`src/rtl/logic_clock_ctrl_pkg.sv`:
```
// ---------------------------------------------------------------------------
// logic_clock_ctrl_pkg
// Shared definitions for the CP clock-control slice.
//   ctrlState_t : controller states (STOP, RUN, STEP_H, STEP_L)
//   SPEED_*     : rate-select codes driven on the SPEED input
// ---------------------------------------------------------------------------
package logic_clock_ctrl_pkg;

    typedef enum logic [1:0] {
        STOP   = 2'd0,
        RUN    = 2'd1,
        STEP_H = 2'd2,
        STEP_L = 2'd3
    } ctrlState_t;

    localparam logic [1:0] SPEED_1HZ   = 2'd0;
    localparam logic [1:0] SPEED_10HZ  = 2'd1;
    localparam logic [1:0] SPEED_100HZ = 2'd2;
    localparam logic [1:0] SPEED_1MHZ  = 2'd3;

endpackage

```
`src/rtl/logic_clock_ctrl_debounce.sv`:
```
// ---------------------------------------------------------------------------
// logic_debounce
// Two-flop synchroniser followed by a stable-count filter. The filtered
// level only follows the synchronised input after it has disagreed with
// the current level for DEB_CYC consecutive clocks.
// Ports:
//   clk   : system clock
//   rstN  : asynchronous active-low reset (level resets to 0)
//   rawIn : asynchronous, possibly bouncing input
//   level : debounced level
// ---------------------------------------------------------------------------
module logic_debounce #(
    parameter int unsigned DEB_CYC = 500000,
    parameter int unsigned CNT_W   = 25
) (
    input  logic clk,
    input  logic rstN,
    input  logic rawIn,
    output logic level
);

    logic             syncA;
    logic             syncB;
    logic [CNT_W-1:0] stableCnt;

    // Two-stage synchroniser to bring the raw input into the clock domain.
    always_ff @(posedge clk or negedge rstN) begin
        if (!rstN) begin
            syncA <= 1'b0;
            syncB <= 1'b0;
        end else begin
            syncA <= rawIn;
            syncB <= syncA;
        end
    end

    // Count consecutive cycles in which the synchronised input disagrees
    // with the accepted level; any agreeing cycle restarts the count.
    always_ff @(posedge clk or negedge rstN) begin
        if (!rstN) begin
            stableCnt <= '0;
            level     <= 1'b0;
        end else if (syncB != level) begin
            if (stableCnt == CNT_W'(DEB_CYC - 1)) begin
                level     <= syncB;
                stableCnt <= '0;
            end else begin
                stableCnt <= stableCnt + CNT_W'(1);
            end
        end else begin
            stableCnt <= '0;
        end
    end

endmodule

```
`src/rtl/logic_clock_ctrl.sv`:
```
// ---------------------------------------------------------------------------
// logic_clock_ctrl
// Generates the emulated CP clock for the 74HC191 counter chain: free-run at
// one of four rates, halt, or debounced single-step. CP and its edge strobes
// are registered so the strobe appears in the same cycle as the new CP value.
// Ports:
//   CLK      : system clock
//   nRST     : asynchronous active-low reset
//   RUN_SW   : raw run/stop switch (1 = run)
//   STEP_BTN : raw step button (1 = pressed)
//   HALT     : synchronous halt request, level
//   SPEED    : rate select, sampled only when the phase counter reloads
//   CP       : emulated clock
//   CP_RISE  : one-cycle strobe when CP goes 0->1
//   CP_FALL  : one-cycle strobe when CP goes 1->0
//   RUNNING  : high while in the RUN state
// ---------------------------------------------------------------------------
module logic_clock_ctrl
    import logic_clock_ctrl_pkg::*;
#(
    parameter int unsigned DEB_CYC = 500000,
    parameter int unsigned HALF0   = 25000000,
    parameter int unsigned HALF1   = 2500000,
    parameter int unsigned HALF2   = 250000,
    parameter int unsigned HALF3   = 25,
    parameter int unsigned STEP_HI = 4,
    parameter int unsigned CNT_W   = 25
) (
    input  logic       CLK,
    input  logic       nRST,
    input  logic       RUN_SW,
    input  logic       STEP_BTN,
    input  logic       HALT,
    input  logic [1:0] SPEED,
    output logic       CP,
    output logic       CP_RISE,
    output logic       CP_FALL,
    output logic       RUNNING
);

    logic             runDb;
    logic             stepDb;
    logic             stepDbPrev;
    logic             stepEvt;
    logic             stopReq;
    ctrlState_t       state;
    ctrlState_t       stateNext;
    logic [CNT_W-1:0] phase;
    logic [CNT_W-1:0] phaseNext;
    logic [CNT_W-1:0] halfLoad;
    logic             cpNext;
    logic             riseNext;
    logic             fallNext;
    logic             runningNext;

    logic_debounce #(.DEB_CYC(DEB_CYC), .CNT_W(CNT_W)) runDebounce (
        .clk   (CLK),
        .rstN  (nRST),
        .rawIn (RUN_SW),
        .level (runDb)
    );

    logic_debounce #(.DEB_CYC(DEB_CYC), .CNT_W(CNT_W)) stepDebounce (
        .clk   (CLK),
        .rstN  (nRST),
        .rawIn (STEP_BTN),
        .level (stepDb)
    );

    // Remember the previous debounced step level so each press yields a
    // single one-cycle step event.
    always_ff @(posedge CLK or negedge nRST) begin
        if (!nRST) begin
            stepDbPrev <= 1'b0;
        end else begin
            stepDbPrev <= stepDb;
        end
    end

    assign stepEvt = stepDb & ~stepDbPrev;
    assign stopReq = ~runDb | HALT;

    // Phase reload value for the currently selected rate; only consulted at
    // the moment of a reload, so a SPEED change never stretches a half-period.
    always_comb begin
        halfLoad = CNT_W'(HALF3 - 1);
        case (SPEED)
            SPEED_1HZ:   halfLoad = CNT_W'(HALF0 - 1);
            SPEED_10HZ:  halfLoad = CNT_W'(HALF1 - 1);
            SPEED_100HZ: halfLoad = CNT_W'(HALF2 - 1);
            SPEED_1MHZ:  halfLoad = CNT_W'(HALF3 - 1);
            default:     halfLoad = CNT_W'(HALF3 - 1);
        endcase
    end

    // State register; CP, its strobes and RUNNING are registered here too.
    always_ff @(posedge CLK or negedge nRST) begin
        if (!nRST) begin
            state   <= STOP;
            phase   <= '0;
            CP      <= 1'b0;
            CP_RISE <= 1'b0;
            CP_FALL <= 1'b0;
            RUNNING <= 1'b0;
        end else begin
            state   <= stateNext;
            phase   <= phaseNext;
            CP      <= cpNext;
            CP_RISE <= riseNext;
            CP_FALL <= fallNext;
            RUNNING <= runningNext;
        end
    end

    // Next-state logic. A stop request while CP is low leaves RUN at once;
    // while CP is high the pulse is finished and RUN is left on the fall.
    always_comb begin
        stateNext = state;
        phaseNext = phase;
        case (state)
            STOP: begin
                if (runDb && !HALT) begin
                    stateNext = RUN;
                    phaseNext = halfLoad;
                end else if (stepEvt && !HALT) begin
                    stateNext = STEP_H;
                    phaseNext = CNT_W'(STEP_HI - 1);
                end
            end
            RUN: begin
                if (!CP && stopReq) begin
                    stateNext = STOP;
                    phaseNext = '0;
                end else if (phase == '0) begin
                    if (CP && stopReq) begin
                        stateNext = STOP;
                        phaseNext = '0;
                    end else begin
                        phaseNext = halfLoad;
                    end
                end else begin
                    phaseNext = phase - CNT_W'(1);
                end
            end
            STEP_H: begin
                if (phase == '0) begin
                    stateNext = STEP_L;
                    phaseNext = CNT_W'(STEP_HI - 1);
                end else begin
                    phaseNext = phase - CNT_W'(1);
                end
            end
            STEP_L: begin
                if (phase == '0) begin
                    stateNext = STOP;
                end else begin
                    phaseNext = phase - CNT_W'(1);
                end
            end
            default: begin
                stateNext = STOP;
                phaseNext = '0;
            end
        endcase
    end

    // Output logic: derive the next CP level from the transition being
    // taken, then the strobes from the change in CP.
    always_comb begin
        cpNext = CP;
        case (state)
            STOP: begin
                if (stateNext == STEP_H) begin
                    cpNext = 1'b1;
                end
            end
            RUN: begin
                if (stateNext == STOP) begin
                    cpNext = 1'b0;
                end else if (phase == '0) begin
                    cpNext = ~CP;
                end
            end
            STEP_H: begin
                if (phase == '0) begin
                    cpNext = 1'b0;
                end
            end
            default: cpNext = CP;
        endcase
        riseNext    = cpNext & ~CP;
        fallNext    = ~cpNext & CP;
        runningNext = (stateNext == RUN);
    end

endmodule

```
`config.mk`:
```
export PLATFORM = sky130hd
export DESIGN_NAME = logic_clock_ctrl
export DESIGN_NICKNAME = d
export VERILOG_FILES = /design/src/rtl/logic_clock_ctrl_pkg.sv /design/src/rtl/logic_clock_ctrl_debounce.sv /design/src/rtl/logic_clock_ctrl.sv
export SDC_FILE = /design/constraint.sdc
export NUM_CORES = 1
export LEC_CHECK = 0
export ABC_AREA = 1
export CAP_MARGIN = 20
export CORE_AREA = 2 2 96 135
export CTS_CLUSTER_DIAMETER = 40
export CTS_CLUSTER_SIZE = 16
export DETAILED_ROUTE_END_ITERATION = 12
export DIE_AREA = 0 0 98 137
export GPL_TIMING_DRIVEN = 1
export PLACE_DENSITY = 0.58
export SLEW_MARGIN = 20
export SYNTH_ARGS = -nofsm -noshare
export SYNTH_HDL_FRONTEND = slang
export SYNTH_SLANG_ARGS = --single-unit
```
`constraint.sdc`:
```
create_clock -name CLK -period 2.8 [get_ports CLK]
set_clock_uncertainty 0.2 [all_clocks]
set_input_delay 0.84 -clock CLK [delete_from_list [all_inputs] [get_ports CLK]]
set_output_delay 0.84 -clock CLK [all_outputs]
set_load 0.005 [all_outputs]
```
### After elaboration in Yosys (flattened, before gate mapping)

Index checks and enable logic that the tools add are counted.

* reduce and logical (&&, ||, !) cells: 13
* bitwise logic cells: 8
* eq/ne operators: 14
* $add $sub $neg: 3
* muxes and demuxes: 26

Operators by type and width (number)
* two-way mux 25 bit: 11
* one-hot mux 25 bit (4 select lines): 2
* adder 25 x 1 -> 25 bit (second input constant): 2
* == test 25 x 19 -> 1 bit (second input constant): 2
* zero test 25 bit: 1
* subtractor 25 x 1 -> 25 bit (second input constant): 1
* two-way mux 2 bit: 7
* == test 2 bit (second input constant): 5
* one-hot mux 2 bit (4 select lines): 1
* == test 2 x 1 -> 1 bit (second input constant): 3
* zero test 2 bit: 3
* AND reduction 2 bit: 3
* logical AND 1 bit: 4
* two-way mux 1 bit: 4
* inverter 1 bit: 4
* AND 1 bit: 3
* inequality test 3 bit (second input constant): 1
* one-hot mux 1 bit (3 select lines): 1
* zero test 1 bit: 2
* inequality test 1 bit: 2
* inequality test 2 bit (second input constant): 1
* OR 1 bit: 1

* output and inout bits: 4
* register bits after elaboration: 88
* logic and storage cells: 79

### Longest topological paths before layout

* depth after elaboration: 12
* mapped depth: 16
* depth with buffers taken out: 16

### By module

From an unflattened synthesis, not the netlist that was laid out.

* cell total of the unflattened synthesis: 761
* area total of the unflattened synthesis: 5516.5 sq um

Modules (own cells, without submodules)
* logic_debounce: instances 2, cells each 217, seq. area each 700.7 sq um, area an instance 1604.0 sq um
* logic_clock_ctrl: instances 1, cells each 327, seq. area each 800.8 sq um, area an instance 2308.5 sq um

### Least setup slack after synthesis

No wires, ideal clock.

* kind: in2reg
* from: in HALT
* to: reg CP_RISE
* setup slack: 0.644 ns
* buffers on the path: 0
* required time: 2.480 ns
* arrival time: 1.836 ns
* library setup time: 0.120 ns
* cell stages on the path: 12
* cells stage by stage: nor2_1 -> inv_2 -> nor2_4 -> inv_1 -> nand2_4 -> nor2_4 -> nand3_1 -> nand2_1 -> nand2_1 -> nand2_2 -> nand2_2 -> nor2_2

* longest elaborated chain between the ends: 10
* elaborated cells on any way between the ends: 18
* classes of those cells: 1 x eq/ne; 9 x mux; 2 x bitwise; 6 x reduce/logical

RTL lines
* from (decl): line logic_clock_ctrl.sv:33 `input logic HALT,`
* OR 1 bit: line logic_clock_ctrl.sv:81 `assign stopReq = ~runDb | HALT;`
* logical AND 1 bit: line logic_clock_ctrl.sv:135 `if (CP && stopReq) begin`
* two-way mux 2 bit: line logic_clock_ctrl.sv:135
* two-way mux 2 bit: line logic_clock_ctrl.sv:134 `end else if (phase == '0) begin`
* two-way mux 2 bit: line logic_clock_ctrl.sv:131 `if (!CP && stopReq) begin`
* one-hot mux 2 bit (4 select lines) *: line logic_clock_ctrl.sv:120 `case (state)`
* == test 2 bit or zero test 2 bit (tied branches): line logic_clock_ctrl.sv:173, logic_clock_ctrl.sv:178
* two-way mux 1 bit (on tied branches): line logic_clock_ctrl.sv:173, logic_clock_ctrl.sv:178
* one-hot mux 1 bit (3 select lines) *: line logic_clock_ctrl.sv:171 `case (state)`
* AND 1 bit *: line logic_clock_ctrl.sv:191 `riseNext = cpNext & ~CP;`
* via riseNext: line logic_clock_ctrl.sv:52 `logic riseNext;`
* to (signal assigned): line logic_clock_ctrl.sv:109 `CP_RISE <= riseNext;`
* to (decl): line logic_clock_ctrl.sv:36 `output logic CP_RISE,`

Mark *: on every way through the listed nets, which the timed path passes. The rest lies on a longest branch.
A chain may end at the register's enable or synchronous reset.

### Final worst setup path

* from: reg phase[0]
* to: reg phase[4]

* longest elaborated chain between the ends: 4
* elaborated cells on any way between the ends: 9
* classes of those cells: 1 x add/sub; 1 x eq/ne; 5 x mux; 2 x reduce/logical

RTL lines
* from (decl): line logic_clock_ctrl.sv:48 `logic [CNT_W-1:0] phase;`
* from (signal assigned): line logic_clock_ctrl.sv:107 `phase <= phaseNext;`
* subtractor 25 x 1 -> 25 bit or zero test 25 bit (tied branches)
* two-way mux 25 bit: line logic_clock_ctrl.sv:134
* two-way mux 25 bit: line logic_clock_ctrl.sv:131
* one-hot mux 25 bit (4 select lines): line logic_clock_ctrl.sv:120

Parallel ways exist; a longest one is shown, timed or not. The select of a mux whose other input is x is not followed.

==> flow_metrics.py <==
metrics = {
    "clock_network": {
        "clk_pin_slew_ns": 0.06,
        "cts_tree": "done",
        "cts.sinks": 88,
        "cts_hold_buf": 0,
        "post-cts-setup-buffers": 0,
        "clock_path_buffers": 2,
        "clk_latency_ns": 0.35,
        "cts_resized": 0,
        "cts_buffers": 9,
        "clockRootBuffer": "clkbuf_16",
        "cts_htree_levels": 3,
    },
    "cells_and_area": {
        "multi_input_comb_area_um2": 2800,
        "fin_area_um2": 6050,
        "drive_above_1_share_pct": 15.8,
        "nFillCells": 1183,
        "layout.nets": 725,
        "area_growth_pct": 11.9,
        "diodes": 0,
        "regArea_um2": 2200,
    },
    "worst_setup_path": {
        "crit_slowest_cell": "dfrtp_1",
        "path_max_fanout": 6,
        "worstSetupPathType": "reg2reg",
        "critical_path_arrival_ns": 2.51,
        "r2r_slack_ns": 0.32,
        "cp-startpoint": "phase[0]",
        "worstSetupStartpointType": "flop",
        "cpMostUsedCell": "o21ai_1",
        "crit_path_max_incr_delay_ns": 0.44,
        "crit_family": "simple AND/OR/NAND/NOR gates",
        "r2r-start": "phase[0]",
        "worst_r2r_path_depth": 15,
        "reg2reg_to": "phase[4]",
        "cp_num_buf_inv": 3,
        "crit_required_ns": 2.83,
        "cp-end-kind": "flop",
        "path_cells": "inv_1, ha_1, nand3_2, inv_2, nand2_4, nor2_8, nand2_8, nand2_4, nand2_4, inv_2, nand2_2, o21ai_1, o21ai_1, o21ai_1, o21ai_1",
    },
    "global_route": {
        "grt_pass1_wl_um": 22400,
        "antenna_found_initial": 0,
        "overflow": 0,
        "globalRouteTotalUtil_pct": 20.9,
        "grt_pass1_vias": 4742,
        "grt_max_degree": 37,
    },
    "floorplan": {
        "io_pins": 11,
        "start_util_pct": 44.4,
        "core_area_um2": 12200,
        "die_w_um": 98,
        "dieArea_um2": 13400,
        "dieHeight_um": 137,
        "rows": 48,
    },
    "synth": {
        "ys_top_cells_by_area": "dfrtp_1, nand2_1, nor2_1, inv_1, xor2_1",
        "synth_warnings": 0,
        "post-synth-top-count-cell": "nand2_1",
        "ys_types": 51,
        "synth.net_count": 697,
        "synth-seq-cells": 88,
        "synthArstFlopShare_pct": 100,
        "synth_top_area_cell": "dfrtp_1",
        "synth_flop_cell": "dfrtp_1",
        "yosys.area.top_type_share_pct": 40.7,
        "ys_top_cells_by_count": "nand2_1, dfrtp_1, nor2_1, inv_1, a21oi_1",
        "syn_area_per_cell_um2": 7.95,
        "synth_edf_count": 0,
        "seq_area_frac_synth_pct": 40.7,
        "synthesis.area_um2": 5410,
        "syn_inst": 681,
    },
    "run_status": {
        "status": "completed",
    },
    "routing": {
        "drt_iter0_markers": 245,
        "drt_wl_total_um": 13200,
        "ant_nets": 0,
        "drt_first_pass_iters": 4,
        "drt_drc_violations_left": 0,
        "num_vias": 4600,
        "viasPerCell": 5.32,
        "routedWlPerCell_um": 15.2,
    },
    "place": {
        "gp_congestion": 0.925,
        "place_ws_ns": 0.0446,
        "post_dp_cell_area_um2": 5770,
        "io_buffers": 10,
        "hpwl_um": 10100,
    },
    "power_and_ir_drop": {
        "pwr-share-comb_pct": 18.8,
        "intPower_w": 0.00224,
        "pwr-share-clk_pct": 35.1,
        "ir_drop_mv": 0.334,
        "cellPowerDensity_nw_per_um2": 542,
        "seqPwrFrac_pct": 46.1,
        "cellLeakagePower_nw": 2.75,
        "switching_share_pct": 31.7,
        "p_sw_w": 0.00104,
    },
    "worst_hold_path": {
        "min_to": "stepDebounce.syncB",
        "hold_depth": 0,
        "hold_class": "reg2reg",
        "hp-start": "stepDebounce.syncA",
    },
    "timing": {
        "relSlewSlack_pct": 60.4,
        "worstMarginPinSlew_ns": 0.592,
        "hold_viol_final": 0,
        "setup_viol": 0,
        "period_needed_ns": 2.48,
        "tns_ns": 0,
        "timing.fmax_ghz": 0.404,
        "fin_hold_ws_ns": 0.151,
        "setup_ws_ns": 0.323,
        "drv_slew": 0,
        "rsz0062_at_grt": "false",
        "fin_crit_sh_pct": 88.5,
    },
    "run": {
        "drv_cap": 0,
    },
}
stage by stage:
step	std cells	power (W)	utilization, %
floorplan	681	0.00195	-
global placement	848	0.00215	47.4
detailed placement	848	0.00215	47.4
CTS	864	0.00331	49.7
global route	864	0.00347	49.7
finish	864	0.00328	49.7
power groups by stage:
stage                     clock network, W  registers, W  logic, W
after CTS                          0.00117       0.00151  0.000626
after floorplan                          0       0.00150  0.000451
final                              0.00115       0.00151  0.000617
after detailed placement                 0       0.00153  0.000620
after global placement                   0       0.00153  0.000618
after global routing               0.00124       0.00153  0.000707
kinds of logic after synthesis:
kind of cell | Yosys count | synth area share, %
buffers and inverters | 106 | 7.49
XOR/XNOR | 27 | 4.37
multiplexers | 1 | 0.208
adder cells (fa/ha/maj) | 9 | 2.08
flip-flops | 88 | 40.7
AO/OA/AOI/OAI | 100 | 11.2
AND/OR/NAND/NOR | 350 | 33.9
state kept, by name, summed over array words and instances, names as in the netlist:
register and flops:
stepDebounce.level 1, runDebounce.stableCnt 25, runDebounce.syncB 1, runDebounce.syncA 1, stepDebounce.syncB 1, CP_RISE 1
stepDebounce.syncA 1, state 2, RUNNING 1, CP_FALL 1, stepDbPrev 1, runDebounce.level 1
stepDebounce.stableCnt 25, phase 25, CP 1
worst max-delay path by stage:
| stage | end | slack [ns] | cells after the start |
|---|---|---|---|
| 2_1_floorplan | CP_RISE | 0.64 | 12 |
| 3_3_place_gp | CP_RISE | 0.1 | 14 |
| 3_5_place_dp | CP_RISE | 0.04 | 14 |
| 4_1_cts | phase[4] | 0.34 | 15 |
| 5_1_grt | phase[22] | 0.17 | 11 |
| 6_report | phase[4] | 0.32 | 15 |
placed cells by master, fill, tap and decap left out, types with 14 or more instances in the layout:
master,instances
inv_1,80
nor2_2,16
nand4_1,14
a21oi_1,33
nor2_1,87
inv_2,19
o21ai_0,21
xor2_1,22
dfrtp_1,88
nand3_1,23
nor3_1,31
nor2_4,14
nand2_1,114
worst reg2reg max path, stage by stage (launching register included):
cell and delay (ns):
dfrtp_1 0.44, inv_1 0.14, ha_1 0.23, nand3_2 0.14, inv_2 0.10, nand2_4 0.07
nor2_8 0.14, nand2_8 0.10, nand2_4 0.10, nand2_4 0.09, inv_2 0.12, nand2_2 0.12
o21ai_1 0.10, o21ai_1 0.07, o21ai_1 0.12, o21ai_1 0.07
layer usage:
metal	wire (um)	vias up	share of wire, %	GRT usage (%)
li1	-	2293	-	-
met1	5460	2201	41	23.9
met2	6910	80	52	37.0
met3	361	26	2.7	4.09
met4	435	0	3.3	11.0
met5	0	-	0	0
final cells by class:
class | count | share of cell area, %
multi-input cells | 487 | 46.3
inverters | 101 | 6.26
repair buffers | 22 | 3.31
clock inverters | 6 | 0.703
clock buffers | 10 | 3.95
flip-flops and latches | 88 | 36.4
well taps | 150 | 3.10
(Power assumes the default switching activity.)
